==> src/rtl/post_spi_pkg.sv <==
// Shared types and constants for the Post-machine SPI initiator.
// Purely declarative: no latency, no flow control.
// Frame width is fixed at 8 bits; bus mode is SPI mode 0.
package post_spi_pkg;

    localparam int FRAME_W = 8;
    localparam bit CPOL    = 1'b0;
    localparam bit CPHA    = 1'b0;

    function automatic int clog2(input int value);
        int r;
        r = 0;
        for (int i = 0; (1 << i) < value; i++) begin
            r = i + 1;
        end
        return r;
    endfunction

    // One count per SCK transition: two per bit.
    localparam int BIT_CNT_W = clog2(FRAME_W * 2);

    typedef enum logic [2:0] {
        ST_IDLE,
        ST_SHIFT,
        ST_GAP,
        ST_HOLD,
        ST_DESEL
    } state_t;

endpackage

==> src/rtl/post_spi_tick.sv <==
// Half-period tick generator for the SPI initiator.
// Tick fires CLK_DIV cycles after enable rises, then every CLK_DIV cycles.
// No backpressure: counter reloads whenever en is low.
module post_spi_tick #(
    parameter int CLK_DIV = 4
) (
    input  logic CLK,
    input  logic NRST,
    input  logic en,
    output logic tick
);

    localparam int CNT_W = (CLK_DIV > 1) ? $clog2(CLK_DIV) : 1;
    localparam logic [CNT_W-1:0] RELOAD = CNT_W'(CLK_DIV - 1);

    logic [CNT_W-1:0] cnt;

    assign tick = en && (cnt == '0);

    always_ff @(posedge CLK or negedge NRST) begin
        if (!NRST) begin
            cnt <= '0;
        end else if (!en || tick) begin
            cnt <= RELOAD;
        end else begin
            cnt <= cnt - 1'b1;
        end
    end

endmodule

==> src/rtl/post_spi_master.sv <==
// SPI mode-0 initiator with a byte valid/ready interface; CS held across a burst until LAST.
// Latency: accept to RX_VALID is 16*CLK_DIV cycles; single-byte transaction is 18*CLK_DIV to next ready.
// TX_READY only in IDLE and GAP; TX_VALID elsewhere is ignored, not queued.
module post_spi_master #(
    parameter int CLK_DIV = 4,
    parameter int FRAME_W = 8
) (
    input  logic               CLK,
    input  logic               NRST,
    input  logic [FRAME_W-1:0] TX_DATA,
    input  logic               TX_LAST,
    input  logic               TX_VALID,
    output logic               TX_READY,
    output logic [FRAME_W-1:0] RX_DATA,
    output logic               RX_VALID,
    output logic               BUSY,
    output logic               SPI_SCK,
    output logic               SPI_MOSI,
    output logic               SPI_CS,
    input  logic               SPI_MISO
);

    import post_spi_pkg::*;

    localparam logic [BIT_CNT_W-1:0] LAST_EDGE = BIT_CNT_W'(2 * FRAME_W - 1);

    state_t               state;
    logic [FRAME_W-1:0]   tx_sh;
    logic [FRAME_W-1:0]   rx_sh;
    logic                 last_q;
    logic [BIT_CNT_W-1:0] edge_cnt;
    logic                 tick_en;
    logic                 tick;

    assign tick_en  = (state == ST_SHIFT) || (state == ST_HOLD) || (state == ST_DESEL);
    assign TX_READY = (state == ST_IDLE) || (state == ST_GAP);
    assign BUSY     = (state != ST_IDLE);

    post_spi_tick #(
        .CLK_DIV (CLK_DIV)
    ) u_tick (
        .CLK  (CLK),
        .NRST (NRST),
        .en   (tick_en),
        .tick (tick)
    );

    always_ff @(posedge CLK or negedge NRST) begin
        if (!NRST) begin
            state    <= ST_IDLE;
            tx_sh    <= '0;
            rx_sh    <= '0;
            last_q   <= 1'b0;
            edge_cnt <= '0;
            SPI_CS   <= 1'b1;
            SPI_SCK  <= CPOL;
            SPI_MOSI <= 1'b0;
            RX_DATA  <= '0;
            RX_VALID <= 1'b0;
        end else begin
            RX_VALID <= 1'b0;
            case (state)
                ST_IDLE, ST_GAP: begin
                    if (TX_VALID) begin
                        tx_sh    <= TX_DATA;
                        last_q   <= TX_LAST;
                        SPI_CS   <= 1'b0;
                        SPI_MOSI <= TX_DATA[FRAME_W-1];
                        edge_cnt <= '0;
                        state    <= ST_SHIFT;
                    end
                end
                ST_SHIFT: begin
                    if (tick) begin
                        SPI_SCK  <= ~SPI_SCK;
                        edge_cnt <= edge_cnt + 1'b1;
                        // Leaving the idle level is the sampling edge in mode 0.
                        if (SPI_SCK == (CPOL ^ CPHA)) begin
                            rx_sh <= {rx_sh[FRAME_W-2:0], SPI_MISO};
                        end else if (edge_cnt == LAST_EDGE) begin
                            RX_DATA  <= rx_sh;
                            RX_VALID <= 1'b1;
                            SPI_MOSI <= 1'b0;
                            state    <= last_q ? ST_HOLD : ST_GAP;
                        end else begin
                            tx_sh    <= tx_sh << 1;
                            SPI_MOSI <= tx_sh[FRAME_W-2];
                        end
                    end
                end
                ST_HOLD: begin
                    if (tick) begin
                        SPI_CS <= 1'b1;
                        state  <= ST_DESEL;
                    end
                end
                ST_DESEL: begin
                    if (tick) begin
                        state <= ST_IDLE;
                    end
                end
                default: state <= ST_IDLE;
            endcase
        end
    end

endmodule

==> config.mk <==
export PLATFORM = sky130hd
export DESIGN_NAME = post_spi_master
export DESIGN_NICKNAME = d
export VERILOG_FILES = /design/src/rtl/post_spi_pkg.sv /design/src/rtl/post_spi_tick.sv /design/src/rtl/post_spi_master.sv
export SDC_FILE = /design/constraint.sdc
export NUM_CORES = 1
export LEC_CHECK = 0
export ABC_CLOCK_PERIOD_IN_PS = 2600
export CAP_MARGIN = 20
export CORE_ASPECT_RATIO = 0.8
export CORE_MARGIN = 2
export CORE_UTILIZATION = 56
export DETAILED_ROUTE_END_ITERATION = 10
export MAX_ROUTING_LAYER = met4
export PLACE_DENSITY = 0.88
export SKIP_CTS_REPAIR_TIMING = 1
export SYNTH_ARGS = -nofsm -noshare
export SYNTH_HDL_FRONTEND = slang
export SYNTH_SLANG_ARGS = --single-unit
==> constraint.sdc <==
create_clock -name CLK -period 2.6 [get_ports CLK]
set_input_delay 0.65 -clock CLK [delete_from_list [all_inputs] [get_ports CLK]]
set_output_delay 0.65 -clock CLK [all_outputs]
set_load 0.01 [all_outputs]
# --- After elaboration in Yosys (flattened, before gate mapping) ---
# Cells that the tools add are included.
totals:
  input_bits: 13
  regBits: 37
classes:
  n_eq_ne: 12
  reduce_logical: 21
  n_mux: 29
  n_addsub: 2
  n_bitwise: 1
op_table:
  columns: ["cell", "n"]
  rows:
  - ["7-bit 2-to-1 mux", 4]
  - ["3-bit 2-to-1 mux", 6]
  - ["7-bit case mux with 2 select lines", 1]
  - ["3-bit case mux with 4 select lines", 1]
  - ["1-bit 2-to-1 mux", 11]
  - ["3-bit AND reduction", 3]
  - ["4-bit 2-to-1 mux", 2]
  - ["2-bit by 1-bit != test with 1-bit output (second input constant)", 4]
  - ["4-bit case mux with 2 select lines", 1]
  - ["4-bit AND reduction", 2]
  - ["3-bit by 2-bit == test with 1-bit output (second input constant)", 2]
  - ["2-bit != test (second input constant)", 3]
  - ["6-bit AND reduction", 1]
  - ["5-bit AND reduction", 1]
  - ["4-bit by 1-bit adder with 4-bit output (second input constant)", 1]
  - ["4-bit == test (second input constant)", 1]
  - ["1-bit logical OR", 4]
  - ["1-bit case mux with 2 select lines", 2]
  - ["2-bit AND reduction", 2]
  - ["2-bit nonzero test", 2]
  - ["3-bit by 1-bit == test with 1-bit output (second input constant)", 1]
  - ["3-bit == test (second input constant)", 1]
  - ["3-bit zero test", 1]
  - ["3-bit nonzero test", 1]
  - ["7 further kinds", 7]

# --- Logic depth before layout (Yosys ltp) ---
# Gate-level depths: netlist of run 1.
logic_depth:
  ltp_word: 6
  depth_mapped: 6
  depth_no_buf: 5

# --- Modules after synthesis ---
# Synthesis of run 1 repeated with hierarchy kept, for this count alone.
unflattened:
  cells_unflattened: 156
  area_unflattened_um2: 1781.7
modules_own_cells:
  columns: ["module", "cells_each", "instances", "seq_area_each_um2", "area_each_um2"]
  rows:
  - ["post_spi_master", 148, 1, 877.1, 1690.4]
  - ["post_spi_tick", 8, 1, 50.0, 91.3]

# --- Worst setup path after synthesis of run 1 ---
# No wires, ideal clock.
synth_timing:
  path_kind: "input -> register"
  startpoint: "in TX_VALID"
  endpoint: "reg tx_sh[1]"
  setup_slack_ns: 0.835
  t_required_ns: 2.475
  stages: 3
  arrival_ns: 1.640
  path_cell_list: "or2b_1 -> a221oi_4 -> mux2_2"
synth_between:
  elab_chain_len: 2
synth_lines:
  columns: ["item", "line", "rtl"]
  rows:
  - ["start: declaration", "post_spi_master.sv:12", "input logic TX_VALID,"]
  - ["2-bit != test (no source line)", null, null]
  - ["5-bit AND reduction (no source line)", null, null]
  - ["end signal: assignment", "post_spi_master.sv:86", "tx_sh <= tx_sh << 1;"]
  - ["end: declaration", "post_spi_master.sv:28", "logic [FRAME_W-1:0] tx_sh;"]
# Every way passes these cells.
# A chain may end at the register's enable or synchronous reset.

# --- Final worst setup path of run 1 ---
layout_timing:
  startpoint: "reg state[0]"
  endpoint: "out BUSY"
layout_between:
  elab_chain_len: 1
layout_lines:
  columns: ["item", "line", "rtl"]
  rows:
  - ["start: declaration", "post_spi_master.sv:27", "state_t state;"]
  - ["start signal: assignment", "post_spi_master.sv:84", "state <= last_q ? ST_HOLD : ST_GAP;"]
  - ["3-bit nonzero test", "post_spi_master.sv:37", "assign BUSY = (state != ST_IDLE);"]
  - ["end: declaration", "post_spi_master.sv:16", "output logic BUSY,"]
# Every way passes these cells.

==> metrics.md, run 1 <==
| Metric | Value |
|---|---|
| Status | `completed` |
| CP peak stage delay | `560 ps` |
| Nets | `178` |
| Final wirelength | `3.097 mm` |
| Post-Layout Cell Count | `202` |
| Reg2reg start | `state[0]$_DFFE_PN0P_` |
| Endpoint, Worst Hold | `u_tick.cnt[0]$_DFF_PN0_` |
| Worst VDD drop | `548.5 uV` |
| Mapped Cells | `133` |
| Worst setup SP type | `flop` |
| Mapped Avg Cell Area | `12.70 um^2` |
| Cells on worst reg2reg path | `3` |
| I/O Pins | `27` |
| Internal cell power | `1.390 mW` |
| Register area share after synthesis | `0.5489` |
| Diodes inserted | `0` |
| WL/cell | `15.33 um` |
| RSZ-0062 raised after global routing | `no` |
| Final setup fails | `0` |
| Syn. warnings | `0` |
| Die X | `65.41 um` |
| Syn Nets | `148` |
| Detail Route Antenna Nets | `0` |
| P per Cell Area | `983.2 mW/mm^2` |
| Slew Limit Fails | `0` |
| Hold Path Depth | `1` |
| First-pass GRT wire length | `5.492 mm` |
| Setup crit end kind | `primary output` |
| Static leakage | `0.9320 nW` |
| Clk root buf | `clkbuf_8` |
| H-tree Lvls | `2` |
| Core area | `0.002808 mm^2` |
| Seq cells post-synth | `37` |
| DP HPWL | `2.024 mm` |
| Grt ovf | `0` |
| Slew headroom | `0.5812` |
| Max-cap violations | `0` |
| Worst Path Buf+Inv | `1` |
| DRT iter0 DRCs | `45` |
| Largest delay share family, worst path | `flip-flops` |
| Layout cells sized above 1 | `0.2744` |
| TritonCTS buffer count | `5` |
| Starting Density | `0.6016` |
| Worst-Margin Slew | `625.4 ps` |
| Post-route setup TNS | `0 ps` |
| Crit path kind | `reg -> out` |
| GPL Wtd Cong | `0.8075` |
| Clk pwr share | `0.202` |
| Logic pwr share | `0.343` |
| IO Port Bufs | `26` |
| Vias | `1143` |
| Area Growth Syn to Fin | `22.89%` |
| Fin crit share | `0.9154` |
| CP Data Arrival Time | `1730 ps` |
| Residual DRC count | `0` |
| GR Util All Layers | `0.2290` |
| CP max stage cell | `dfrtp_1` |
| Hold crit path type | `reg -> reg` |
| Die Area | `0.003474 mm^2` |
| Fmax achieved | `0.4202 GHz` |
| Sw Pwr | `0.6510 mW` |
| # rows | `17` |
| Hold Vio Cnt, Final | `0` |
| Worst-skew pair later-pin latency | `290 ps` |
| Worst path required time | `1950 ps` |
| Initial DRT Pass Iterations | `4` |
| Post-Syn Area | `0.001689 mm^2` |
| Worst-path clk slew | `70 ps` |
| Post-DR vias/cell | `5.658` |
| Critical path, cell by cell | `or3_1, clkdlybuf4s50_1` |
| HP Start | `u_tick.cnt[0]$_DFF_PN0_` |
| R2r endpoint | `tx_sh[3]$_DFFE_PN0P_` |
| Largest net degree at the start of global routing | `38` |
| Switching Share | `0.3190` |
| Fillers | `212` |
| TritonCTS clock tree | `built` |
| Clock sink total | `37` |
| Cells after DPL | `194` |
| Final Skew | `6.350 ps` |
| Cell variety after synth | `34` |
| CP Max Fanout | `17` |
| Initial antenna violation count | `0` |
| Die height | `53.12 um` |
| Final worst slack | `220.0 ps` |
| Crit path time final | `2380 ps` |
| Sequential Power Share | `0.456` |
| CTS max path bufs | `2` |
| Pre-CTS WS | `171.7 ps` |
| R2r setup slk | `550 ps` |
| Vias in the first global route | `1135` |
==> synthesized netlist by cell type <==
master,instances,area share
dfrtp_1,36,0.53
mux2_2,29,0.19
nand2_1,11,0.024
a21oi_1,6,0.018
inv_1,5,0.011
nand3_1,4,0.012
o21ai_0,4,0.012
nand4_1,3,0.011
buf_2,2,0.0059
ha_1,2,0.015
mux2i_1,2,0.012
nand2b_1,2,0.0074
nand4bb_1,2,0.013
nor2_1,2,0.0044
nor2b_1,2,0.0074
o22ai_1,2,0.0074
or3_1,2,0.0074
a221oi_4,1,0.016
a31oi_1,1,0.0037
a32o_1,1,0.0059
and3_1,1,0.0037
buf_4,1,0.0044
buf_6,1,0.0067
clkbuf_1,1,0.0022
dfstp_2,1,0.016
nand4b_1,1,0.0052
nor2_2,1,0.0037
nor2_4,1,0.0067
nor3b_1,1,0.0044
nor3b_2,1,0.0074
or2b_1,1,0.0044
or3b_1,1,0.0052
or3b_2,1,0.0052
xnor2_1,1,0.0052
==> layout make-up <==
class / instances / area [um^2] / share of cell area
clock inverter: 2 / 13.76 / 0.006631
multi-input combinational: 86 / 710.7 / 0.3424
inverter: 5 / 18.77 / 0.009042
tap: 38 / 47.55 / 0.02291
clock buffer: 6 / 82.58 / 0.03978
sequential: 37 / 927.1 / 0.4467
timing repair buffer: 28 / 275.3 / 0.1326
==> through the flow <==
stage / hold slack [ps] / power, mW / util / area [um^2]
2_1_floorplan: 354.4 / 1.392 / - / 1689
3_3_place_gp: 418.9 / 1.577 / 0.7050 / 1979
3_5_place_dp: 434.3 / 1.628 / 0.7050 / 1979
4_1_cts: 443.7 / 2.065 / 0.7393 / 2076
5_1_grt: 451.5 / 2.177 / 0.7393 / 2076
6_report: 436.2 / 2.041 / 0.7393 / 2076
==> power by group through the flow <==
stage	Sequential, mW	Clock (mW)	Combinational, mW
after detailed placement	0.934	0	0.693
after CTS	0.928	0.429	0.708
after global routing	0.955	0.446	0.776
after floorplan	0.906	0	0.486
final	0.930	0.412	0.699
after global placement	0.919	0	0.658
==> layout by cell type, fill, tap and decap left out, types with 2 or more instances in the layout <==
cell / n
dfrtp_1: 36
mux2_2: 29
clkdlybuf4s50_1: 26
nand2_1: 11
a21oi_1: 6
clkbuf_8: 6
inv_1: 5
o21ai_0: 4
nand3_1: 4
nand4_1: 3
nand2b_1: 2
or3_1: 2
nor2_1: 2
nand4bb_1: 2
mux2i_1: 2
nor2b_1: 2
o22ai_1: 2
ha_1: 2
buf_4: 2
==> worst register-to-register path, stage by stage, from the launching register on <==
cell     delay, ps
dfrtp_1        650
nor3b_2        630
mux2_2         410
mux2_2         260
==> worst max-delay path by stage <==
stage                                     from                    to  cells after the start
after global placement                TX_VALID  tx_sh[1]$_DFFE_PN0P_                      4
after global routing      state[0]$_DFFE_PN0P_                  BUSY                      2
after floorplan                       TX_VALID  tx_sh[1]$_DFFE_PN0P_                      3
final                     state[0]$_DFFE_PN0P_                  BUSY                      2
after detailed placement              TX_VALID  tx_sh[6]$_DFFE_PN0P_                      4
after CTS                 state[0]$_DFFE_PN0P_                  BUSY                      2
==> flip-flops by register name, summed over array words and instances (netlist names), 2 cells and up <==
signal,count
RX_DATA,8
rx_sh,8
tx_sh,7
edge_cnt,4
state,3
u_tick.cnt,2
==> per-layer routing <==
layer	part of all wire	GRT usage	vias up
met5	0	-	-
met4	0.013	0.07292	0
met3	0.038	0.07660	5
met2	0.50	0.3690	27
met1	0.45	0.2769	577
li1	-	-	534
==> kinds of logic (layout without fill, tap and decap cells) <==
| kind of cell | Yosys count | count (layout) | share of synthesized area |
|---|---|---|---|
| DFF | 37 | 37 | 0.5489 |
| AOI/OAI and AO/OA | 15 | 15 | 0.06223 |
| muxes | 31 | 31 | 0.2052 |
| xor gates and xnor gates | 1 | 1 | 0.005186 |
| adders and majority gates | 2 | 2 | 0.01481 |
| buffers and inverters | 10 | 41 | 0.03037 |
| and+or+nand+nor | 37 | 37 | 0.1333 |
(Power assumes the default switching activity.)
==> run 2, diff against run 1 <==
--- a/config.mk
+++ b/config.mk
@@ -8,11 +8,10 @@
 export ABC_CLOCK_PERIOD_IN_PS = 2600
 export CAP_MARGIN = 20
 export CORE_ASPECT_RATIO = 0.8
-export CORE_MARGIN = 2
-export CORE_UTILIZATION = 56
+export CORE_UTILIZATION = 40
 export DETAILED_ROUTE_END_ITERATION = 10
 export MAX_ROUTING_LAYER = met4
-export PLACE_DENSITY = 0.88
+export PLACE_DENSITY = 0.68
 export SKIP_CTS_REPAIR_TIMING = 1
 export SYNTH_ARGS = -nofsm -noshare
 export SYNTH_HDL_FRONTEND = slang
==> run 2 against run 1 <==
Cell count increased by 8.4%; register-to-register slack about the same; maximum frequency decreased by 0.10%; worst setup slack got worse by 2.4 ps; first-iteration DRC count increased by 13%; worst hold slack got worse by 7.5 ps; highest routed layer unchanged.
==> metrics.md, run 2 (synthesis gave the netlist of run 1 again) <==
| Metric | Value |
|---|---|
| Status | `completed` |
| Worst path required time | `1950 ps (about the same)` |
| # rows | `20 (+3)` |
| Post-DR vias/cell | `5.014 (-11%)` |
| WL/cell | `13.71 um (-11%)` |
| GPL Wtd Cong | `0.7934 (-1.7%)` |
| Internal cell power | `1.464 mW (+5.3%)` |
| Most frequent cells in the layout | `dfrtp_1 (36), mux2_2 (29), clkdlybuf4s50_1 (26), nand2_1 (11), a21oi_1 (6)` |
| Static leakage | `0.9362 nW (+0.45%)` |
| Logic pwr share | `0.327 (-0.016)` |
| Clk root buf | `clkbuf_8` |
| H-tree Lvls | `2 (unchanged)` |
| Commonest non-fill, non-tap cell in the layout | `dfrtp_1` |
| Fin crit share | `0.9163 (+0.0009319)` |
| Initial DRT Pass Iterations | `4 (unchanged)` |
| Fmax achieved | `0.4197 GHz (-0.10%)` |
| Die height | `60.12 um (+13%)` |
| Fillers | `341 (+61%)` |
| Setup crit end kind | `primary output` |
| Vias in the first global route | `1141 (+0.53%)` |
| Nets | `178 (unchanged)` |
| CP peak stage delay | `560 ps (about the same)` |
| Slew headroom | `0.5849 (+0.003621)` |
| Vias | `1098 (-3.9%)` |
| TritonCTS clock tree | `built` |
| Hold crit path type | `reg -> reg` |
| Crit path kind | `reg -> out` |
| Layout Utilization | `0.5376 (-0.2017)` |
| Sw Pwr | `0.6381 mW (-2.0%)` |
| Detail Route Antenna Nets | `0 (unchanged)` |
| Worst-Margin Slew | `620.0 ps (-5.408 ps)` |
| Die X | `74.66 um (+14%)` |
| Initial antenna violation count | `0 (unchanged)` |
| Max-cap violations | `0 (unchanged)` |
| Clk pwr share | `0.233 (+0.031)` |
| Area Growth Syn to Fin | `25.04%` |
| RSZ-0062 raised after global routing | `no` |
| Sequential Power Share | `0.439 (-0.017)` |
| Grt ovf | `0 (unchanged)` |
| Core area | `0.003929 mm^2 (+40%)` |
| Final setup fails | `0 (unchanged)` |
| Final Skew | `5.486 ps (-0.8641 ps)` |
| Switching Share | `0.3036 (-0.01536)` |
| Starting Density | `0.4299 (-0.1717)` |
| CP Max Fanout | `17 (unchanged)` |
| TritonCTS buffer count | `5 (unchanged)` |
| Crit path time final | `2382 ps (+2.423 ps)` |
| Slew Limit Fails | `0 (unchanged)` |
| Area of the multi-input gates | `710.7 um^2 (unchanged)` |
| CTS max path bufs | `2 (unchanged)` |
| CP max stage cell | `dfrtp_1` |
| P per Cell Area | `995.1 mW/mm^2 (+1.2%)` |
| Residual DRC count | `0 (unchanged)` |
| Layout cells sized above 1 | `0.2683 (-0.006098)` |
| Largest net degree at the start of global routing | `38 (unchanged)` |
| DP HPWL | `2.073 mm (+2.4%)` |
| CP Data Arrival Time | `1730 ps (about the same)` |
| Clock sink total | `37 (unchanged)` |
| Worst-path clk slew | `70 ps (about the same)` |
| IO Port Bufs | `26 (unchanged)` |
| I/O Pins | `27 (unchanged)` |
| Reg area | `927.1 um^2 (unchanged)` |
| Worst-skew pair later-pin latency | `290 ps (about the same)` |
| DRT iter0 DRCs | `51 (+13%)` |
| GR Util All Layers | `0.1657 (-0.06335)` |
| Final wirelength | `3.003 mm (-3.0%)` |
| Worst VDD drop | `385.8 uV (-30%)` |
| Worst setup SP type | `flop` |
| Post-route setup TNS | `0 ps (unchanged)` |
| Diodes inserted | `0 (unchanged)` |
| Critical path, cell by cell | `or3_1, clkdlybuf4s50_1` |
| Biggest regs | `RX_DATA x8, rx_sh x8, tx_sh x7` |
| Hold Vio Cnt, Final | `0 (unchanged)` |
| Die Area | `0.004488 mm^2 (+29%)` |
| First-pass GRT wire length | `5.257 mm (-4.3%)` |
==> run 2: layer usage <==
layer	GRT usage	vias to the layer above	share of wire
met1	0.2093	536	0.47
met4	0.08625	0	0.019
met2	0.2471	16	0.48
met3	0.04047	7	0.027
li1	-	539	-
met5	-	-	0
==> run 2: power by group through the flow <==
stage	combinational (mW)	sequential (mW)	clock [mW]
after floorplan	0.486	0.906	0
after global routing	0.767	0.951	0.537
after CTS	0.701	0.924	0.505
after global placement	0.663	0.921	0
final	0.688	0.924	0.490
after detailed placement	0.692	0.933	0
==> run 2: cell type report <==
type,count,share of cell area
clock buffers,6,0.03436
inverters,5,0.008886
multi-input cells,86,0.3365
repair buffers,28,0.1303
flip-flops and latches,37,0.4390
well taps,55,0.03258
clock inverters,2,0.01836
==> run 2: worst paths after layout <==
kind                                         startpoint                 endpoint  slack [ps]  cells after the start
worst max-delay path               state[0]$_DFFE_PN0P_                     BUSY         220                      2
worst min-delay path            u_tick.cnt[0]$_DFF_PN0_  u_tick.cnt[0]$_DFF_PN0_         430                      1
worst max register to register     state[0]$_DFFE_PN0P_     tx_sh[3]$_DFFE_PN0P_         550                      3
worst min register to register  u_tick.cnt[0]$_DFF_PN0_  u_tick.cnt[0]$_DFF_PN0_         430                      1
max in group asynchronous                          NRST       SPI_CS$_DFFE_PN1P_        1460                      2
min in group asynchronous                          NRST   RX_DATA[6]$_DFFE_PN0P_         770                      2
==> run 2: critical path, delay by kind of cell (launching register included) <==
kind,cells,cell delay [ps]
flip-flops,1,560
AND/OR/NAND/NOR,1,410
buffers and inverters,1,480
==> run 2: through the flow <==
stage | std cells | instance area, um^2 | power, mW | setup slack (ps) | hold slack [ps]
2_1_floorplan | 133 | 1689 | 1.392 | 834.9 | 354.4
3_3_place_gp | 211 | 2001 | 1.584 | 181.8 | 417.1
3_5_place_dp | 211 | 2001 | 1.625 | 149.5 | 423.8
4_1_cts | 219 | 2112 | 2.130 | 215.8 | 434.5
5_1_grt | 219 | 2112 | 2.255 | 148.6 | 445.1
6_report | 219 | 2112 | 2.102 | 217.6 | 428.6
